**src/rtl/pc_seq_pkg.sv**
```systemverilog
// Shared definitions for the step sequencer: instruction field positions,
// opcode encodings and the controller state enumeration.
package pc_seq_pkg;

  // Instruction word layout: [15:12] opcode, [11:0] operand
  localparam int unsigned INSTR_W  = 16;
  localparam int unsigned OPC_MSB  = 15;
  localparam int unsigned OPC_LSB  = 12;
  localparam int unsigned OPND_MSB = 11;
  localparam int unsigned OPND_LSB = 0;
  localparam int unsigned OPND_W   = OPND_MSB - OPND_LSB + 1;

  // Opcodes; 5..15 are undefined and execute as NOP
  localparam logic [3:0] OP_NOP  = 4'h0;
  localparam logic [3:0] OP_SETV = 4'h1;
  localparam logic [3:0] OP_WAIT = 4'h2;
  localparam logic [3:0] OP_JMP  = 4'h3;
  localparam logic [3:0] OP_HALT = 4'h4;

  typedef enum logic [2:0] {
    ST_IDLE,
    ST_RUN,
    ST_FETCH,
    ST_EXEC,
    ST_WAITT,
    ST_HALTED
  } seq_state_t;

endpackage

```
**src/rtl/tick_edge_det.sv**
```systemverilog
// Rising-edge detector for the registered 50 Hz divider output.
// Produces a single-cycle tick_out for each rising edge of level_in.
//   clk_100m : system clock
//   rst      : asynchronous active-high reset
//   level_in : slow level sampled as data
//   tick_out : one-cycle pulse per rising edge of level_in
module tick_edge_det (
  input  logic clk_100m,
  input  logic rst,
  input  logic level_in,
  output logic tick_out
);

  logic level_q;
  logic armed;

  // armed stays low after reset until level_in has been seen low, so a level
  // that is already high when reset releases does not produce a tick.
  always_ff @(posedge clk_100m or posedge rst) begin
    if (rst) begin
      level_q <= 1'b0;
      armed   <= 1'b0;
    end else begin
      level_q <= level_in;
      if (!level_in) armed <= 1'b1;
    end
  end

  assign tick_out = armed & level_in & ~level_q;

endmodule

```
**src/rtl/pc_step_sequencer.sv**
```systemverilog
// Tick-paced program sequencer driving a valve control word.
// Executes one instruction from a synchronous ROM per 50 Hz tick.
//   clk_100m  : system clock
//   rst       : asynchronous active-high reset
//   clk_50Hz  : registered divided clock, sampled as data
//   run       : start pulse (honoured in IDLE/HALTED)
//   stop      : abort pulse (honoured in every state)
//   imem_addr : ROM read address (equals pc)
//   imem_data : ROM word, valid one cycle after imem_addr
//   pc        : program counter
//   valve_out : registered valve control word
//   busy      : high in RUN/FETCH/EXEC/WAITT
//   halted    : high in HALTED
module pc_step_sequencer
  import pc_seq_pkg::*;
#(
  parameter int unsigned PC_W    = 8,
  parameter int unsigned VALVE_W = 12
) (
  input  logic               clk_100m,
  input  logic               rst,
  input  logic               clk_50Hz,
  input  logic               run,
  input  logic               stop,
  output logic [PC_W-1:0]    imem_addr,
  input  logic [15:0]        imem_data,
  output logic [PC_W-1:0]    pc,
  output logic [VALVE_W-1:0] valve_out,
  output logic               busy,
  output logic               halted
);

  seq_state_t        state;
  logic [OPND_W-1:0] wait_cnt;
  logic              tick;

  logic [3:0]        opcode;
  logic [OPND_W-1:0] operand;
  logic [PC_W-1:0]   pc_inc;

  tick_edge_det u_tick (
    .clk_100m (clk_100m),
    .rst      (rst),
    .level_in (clk_50Hz),
    .tick_out (tick)
  );

  assign opcode    = imem_data[OPC_MSB:OPC_LSB];
  assign operand   = imem_data[OPND_MSB:OPND_LSB];
  assign pc_inc    = pc + PC_W'(1);
  assign imem_addr = pc;

  // busy/halted are registered alongside state, so every transition below
  // sets them to match the state being entered.
  always_ff @(posedge clk_100m or posedge rst) begin
    if (rst) begin
      state     <= ST_IDLE;
      pc        <= '0;
      valve_out <= '0;
      wait_cnt  <= '0;
      busy      <= 1'b0;
      halted    <= 1'b0;
    end else if (stop) begin
      state  <= ST_IDLE;
      busy   <= 1'b0;
      halted <= 1'b0;
    end else begin
      unique case (state)
        ST_IDLE, ST_HALTED: begin
          if (run) begin
            pc     <= '0;
            state  <= ST_RUN;
            busy   <= 1'b1;
            halted <= 1'b0;
          end
        end
        ST_RUN: begin
          if (tick) state <= ST_FETCH;
        end
        ST_FETCH: begin
          state <= ST_EXEC;
        end
        ST_EXEC: begin
          state <= ST_RUN;
          case (opcode)
            OP_SETV: begin
              valve_out <= VALVE_W'(operand);
              pc        <= pc_inc;
            end
            OP_WAIT: begin
              if (operand == '0) begin
                pc <= pc_inc;
              end else begin
                wait_cnt <= operand;
                state    <= ST_WAITT;
              end
            end
            OP_JMP: begin
              pc <= PC_W'(operand);
            end
            OP_HALT: begin
              state  <= ST_HALTED;
              busy   <= 1'b0;
              halted <= 1'b1;
            end
            default: begin
              pc <= pc_inc;
            end
          endcase
        end
        ST_WAITT: begin
          if (tick) begin
            wait_cnt <= wait_cnt - OPND_W'(1);
            if (wait_cnt == OPND_W'(1)) begin
              pc    <= pc_inc;
              state <= ST_RUN;
            end
          end
        end
        default: begin
          state  <= ST_IDLE;
          busy   <= 1'b0;
          halted <= 1'b0;
        end
      endcase
    end
  end

endmodule

```
**config.mk**
```make
export PLATFORM = sky130hd
export DESIGN_NAME = pc_step_sequencer
export DESIGN_NICKNAME = d
export VERILOG_FILES = /design/src/rtl/pc_seq_pkg.sv /design/src/rtl/tick_edge_det.sv /design/src/rtl/pc_step_sequencer.sv
export SDC_FILE = /design/constraint.sdc
export NUM_CORES = 1
export LEC_CHECK = 0
export CAP_MARGIN = 10
export CORE_AREA = 10 10 79 81
export DETAILED_ROUTE_END_ITERATION = 12
export DIE_AREA = 0 0 89 91
export PLACE_DENSITY = 0.79
export SLEW_MARGIN = 10
export SYNTH_ARGS = -nofsm -noshare
export SYNTH_HDL_FRONTEND = slang
export SYNTH_SLANG_ARGS = --single-unit
```
**constraint.sdc**
```tcl
create_clock -name clk_100m -period 2.7 [get_ports clk_100m]
set_clock_uncertainty 0.2 [all_clocks]
set_input_delay 0.27 -clock clk_100m [delete_from_list [all_inputs] [get_ports clk_100m]]
set_output_delay 0.27 -clock clk_100m [all_outputs]
set_load 0.05 [all_outputs]
```
==> results.cfg, run 1 <==
[power_and_ir_drop]
peakVddDrop_mv = 0.411
powerDensity_nw_per_um2 = 501
leakage_nw = 1.25
total_power_w = 0.00150

[timing]
max-slew-margin-rel_pct = 64.6
grt_setup_unrepaired = no
period_needed_ns = 2.33
worst_slew_pin_slew_ns = 0.526
tns_ns = 0
setup_viol_count_final = 0
fmax_ghz = 0.429
min_period_over_period_pct = 86.3
hold_viol = 0
final_max_slew_viol_count = 0

[route]
ant_nets = 0
routed_wirelength_um = 6300
routedWlPerCell_um = 18.0
vias = 2133
dr.pass1.iters = 5
drt-initial-drc-count = 197
drcViolationCount = 0
viasPerCell = 6.11

[yosys]
async_reset_ff_share_pct = 100
synthesis.area_um2 = 2340
netlist_instances = 242
syn-num-nets = 266
synth_edf_count = 0
ys_seq_area_share_pct = 41.7
netlist-cell-type-count = 57
ys_warn_count = 0
synth_seq_cells = 39
synth.avg_cell_area_um2 = 9.67
synth_ff_type = dfrtp_1

[clocking]
cts_buffer_depth = 2
tritoncts = built
cts_htree_levels = 2
postCtsSetupRepairBufs = 0
numCtsBuffers = 5
cts_resized = 0
cts_hold_buf = 0
clkSinkCount = 39
clk_pin_slew_ns = 0.08
root_buffer = clkbuf_8
worst_skew_pair.late_latency_ns = 0.30

[final_layout]
nets = 318
multi_input_area_um2 = 1200
antenna_cells = 0
final_util_pct = 64.3
fill_cells = 403
area_growth_pct = 28.1
drive_gt1_share_pct = 17.6
seq_area_um2 = 976

[global_route]
grt_max_degree = 40
grt_pass1_vias = 2026
antenna_found_initial = 0
grt_pass1_wl_um = 10300
groute.usage.overall_pct = 15.9
overflow = 0

[job]
maxCapViolCount = 0

[worst_setup_path]
r2r_end = imem_addr[5]
endpoint_kind = flop
reg2reg_depth = 6
crit-reg2reg-launch = state[2]
crit_path_max_fanout = 9
reg2reg_setup_slack_ns = 0.39
cp.required_ns = 2.68
cp.arrival_ns = 2.32
crit_type = input pin to flop
cp-start-kind = input pin

[hold_path]
hold_path.class = input pin to asynchronous set/reset pin

[die]
die_w_um = 89
fp.dieH_um = 91
num_rows = 25
floorplan.initialDensity_pct = 50.2
core_um2 = 4660
dieArea_um2 = 8100
boundaryPins = 51

[run_status]
status = completed

[place]
gp_congestion = 0.859
io_buffers = 50
hpwl_um = 4660
report_power, final:
part / switching (W) / internal (W) / leakage [nW]
Clock: 0.000216 / 0.000369 / 0.0654
Sequential: 0.0000386 / 0.000616 / 0.516
Combinational: 0.000146 / 0.000116 / 0.665
worst max-delay path by stage:
stage	slack, ns	cells past startpoint	endpoint	from
finish	0.37	6	wait_cnt[3]	imem_data[12]
global route	0.14	7	imem_addr[2]	imem_data[1]
CTS	0.37	6	wait_cnt[3]	imem_data[12]
detailed placement	0.1	6	wait_cnt[3]	imem_data[12]
global placement	0.17	6	wait_cnt[3]	imem_data[12]
floorplan	0.63	5	wait_cnt[9]	wait_cnt[2]
cells by family after synthesis:
| kind of cell | synth area share (%) |
|---|---|
| AO/OA/AOI/OAI | 21.5 |
| XOR/XNOR | 0.374 |
| adder cells (fa/ha/maj) | 1.60 |
| buffers and inverters | 7.16 |
| flip-flops | 41.7 |
| multiplexers | 7.06 |
| AND/OR/NAND/NOR | 20.6 |
synth_stat cells, drive strengths merged (4+ instances only):
| cell | count | share of area [%] |
|---|---|---|
| nand2 | 9 | 1.4 |
| o21ai | 32 | 7.2 |
| buf | 12 | 3.8 |
| nor2b | 5 | 1.3 |
| a31oi | 5 | 1.3 |
| nor3 | 8 | 1.7 |
| dfrtp | 39 | 42 |
| mux2 | 12 | 5.8 |
| inv | 7 | 1.1 |
| a21oi | 20 | 5.1 |
| clkbuf | 6 | 2.2 |
| nor2 | 18 | 2.9 |
| nor4 | 8 | 2.1 |
| and3 | 4 | 1.1 |
| nor3b | 4 | 1.5 |
per-stage QoR:
| step | hold WS, ns | cell area (um^2) | std cells | setup slack (ns) |
|---|---|---|---|---|
| 3_5_place_dp | 0.254 | 2870 | 341 | 0.0994 |
| 2_1_floorplan | 0.101 | 2340 | 242 | 0.634 |
| 5_1_grt | 0.269 | 3000 | 349 | 0.141 |
| 4_1_cts | 0.226 | 3000 | 349 | 0.367 |
| 6_report | 0.202 | 3000 | 349 | 0.369 |
| 3_3_place_gp | 0.256 | 2870 | 341 | 0.169 |
layout by cell type (no fill, tap or decap), types with 5 or more instances in the layout:
cell	netlist	layout
a21oi_1	17	17
a31oi_1	5	5
buf_4	9	13
clkbuf_8	3	5
clkdlybuf4s50_1	0	50
dfrtp_1	39	39
inv_1	7	7
mux2_2	12	12
nand2_1	9	9
nor2_1	18	18
nor2b_1	5	5
nor3_1	8	8
nor4_1	8	8
o21ai_0	30	30
per-layer routing:
| layer | track usage, % | up-vias | wire, um |
|---|---|---|---|
| met5 | 0 | - | 0 |
| met4 | 4.91 | 0 | 110 |
| met3 | 4.83 | 15 | 448 |
| met2 | 25.1 | 88 | 2980 |
| met1 | 20.1 | 1029 | 2750 |
| li1 | - | 1001 | - |
registers in the layout, summed over array words and instances (netlist names):
signal and count:
u_tick.armed 1, valve_out 12, state 3, imem_addr 8, u_tick.level_q 1, wait_cnt 12
halted 1, busy 1
critical path, stage by stage:
cell and delay (ns):
clkdlybuf4s50_1 0.45, or4b_4 0.57, a311oi_1 0.39, o21ai_2 0.21
a222oi_1 0.37, inv_1 0.06
layout make-up:
type                            instances  share of cell area [%]
Inverter                                7                   0.876
Sequential cell                        39                    32.6
Clock inverter                          2                    2.00
Tap cell                               54                    2.25
Clock buffer                            6                    2.42
Timing Repair Buffer                   63                    19.9
Multi-Input combinational cell        178                    39.9
Note: power is estimated with default switching activity, not from simulation.
==> run 2, diff against run 1 <==
--- a/config.mk
+++ b/config.mk
@@ -7,6 +7,7 @@
 export LEC_CHECK = 0
 export CAP_MARGIN = 10
 export CORE_AREA = 10 10 79 81
+export CTS_CLUSTER_SIZE = 20
 export DETAILED_ROUTE_END_ITERATION = 12
 export DIE_AREA = 0 0 89 91
 export PLACE_DENSITY = 0.79
==> results of run 2 <==
No change in the layout: final DEF, timing and power equal those of run 1.
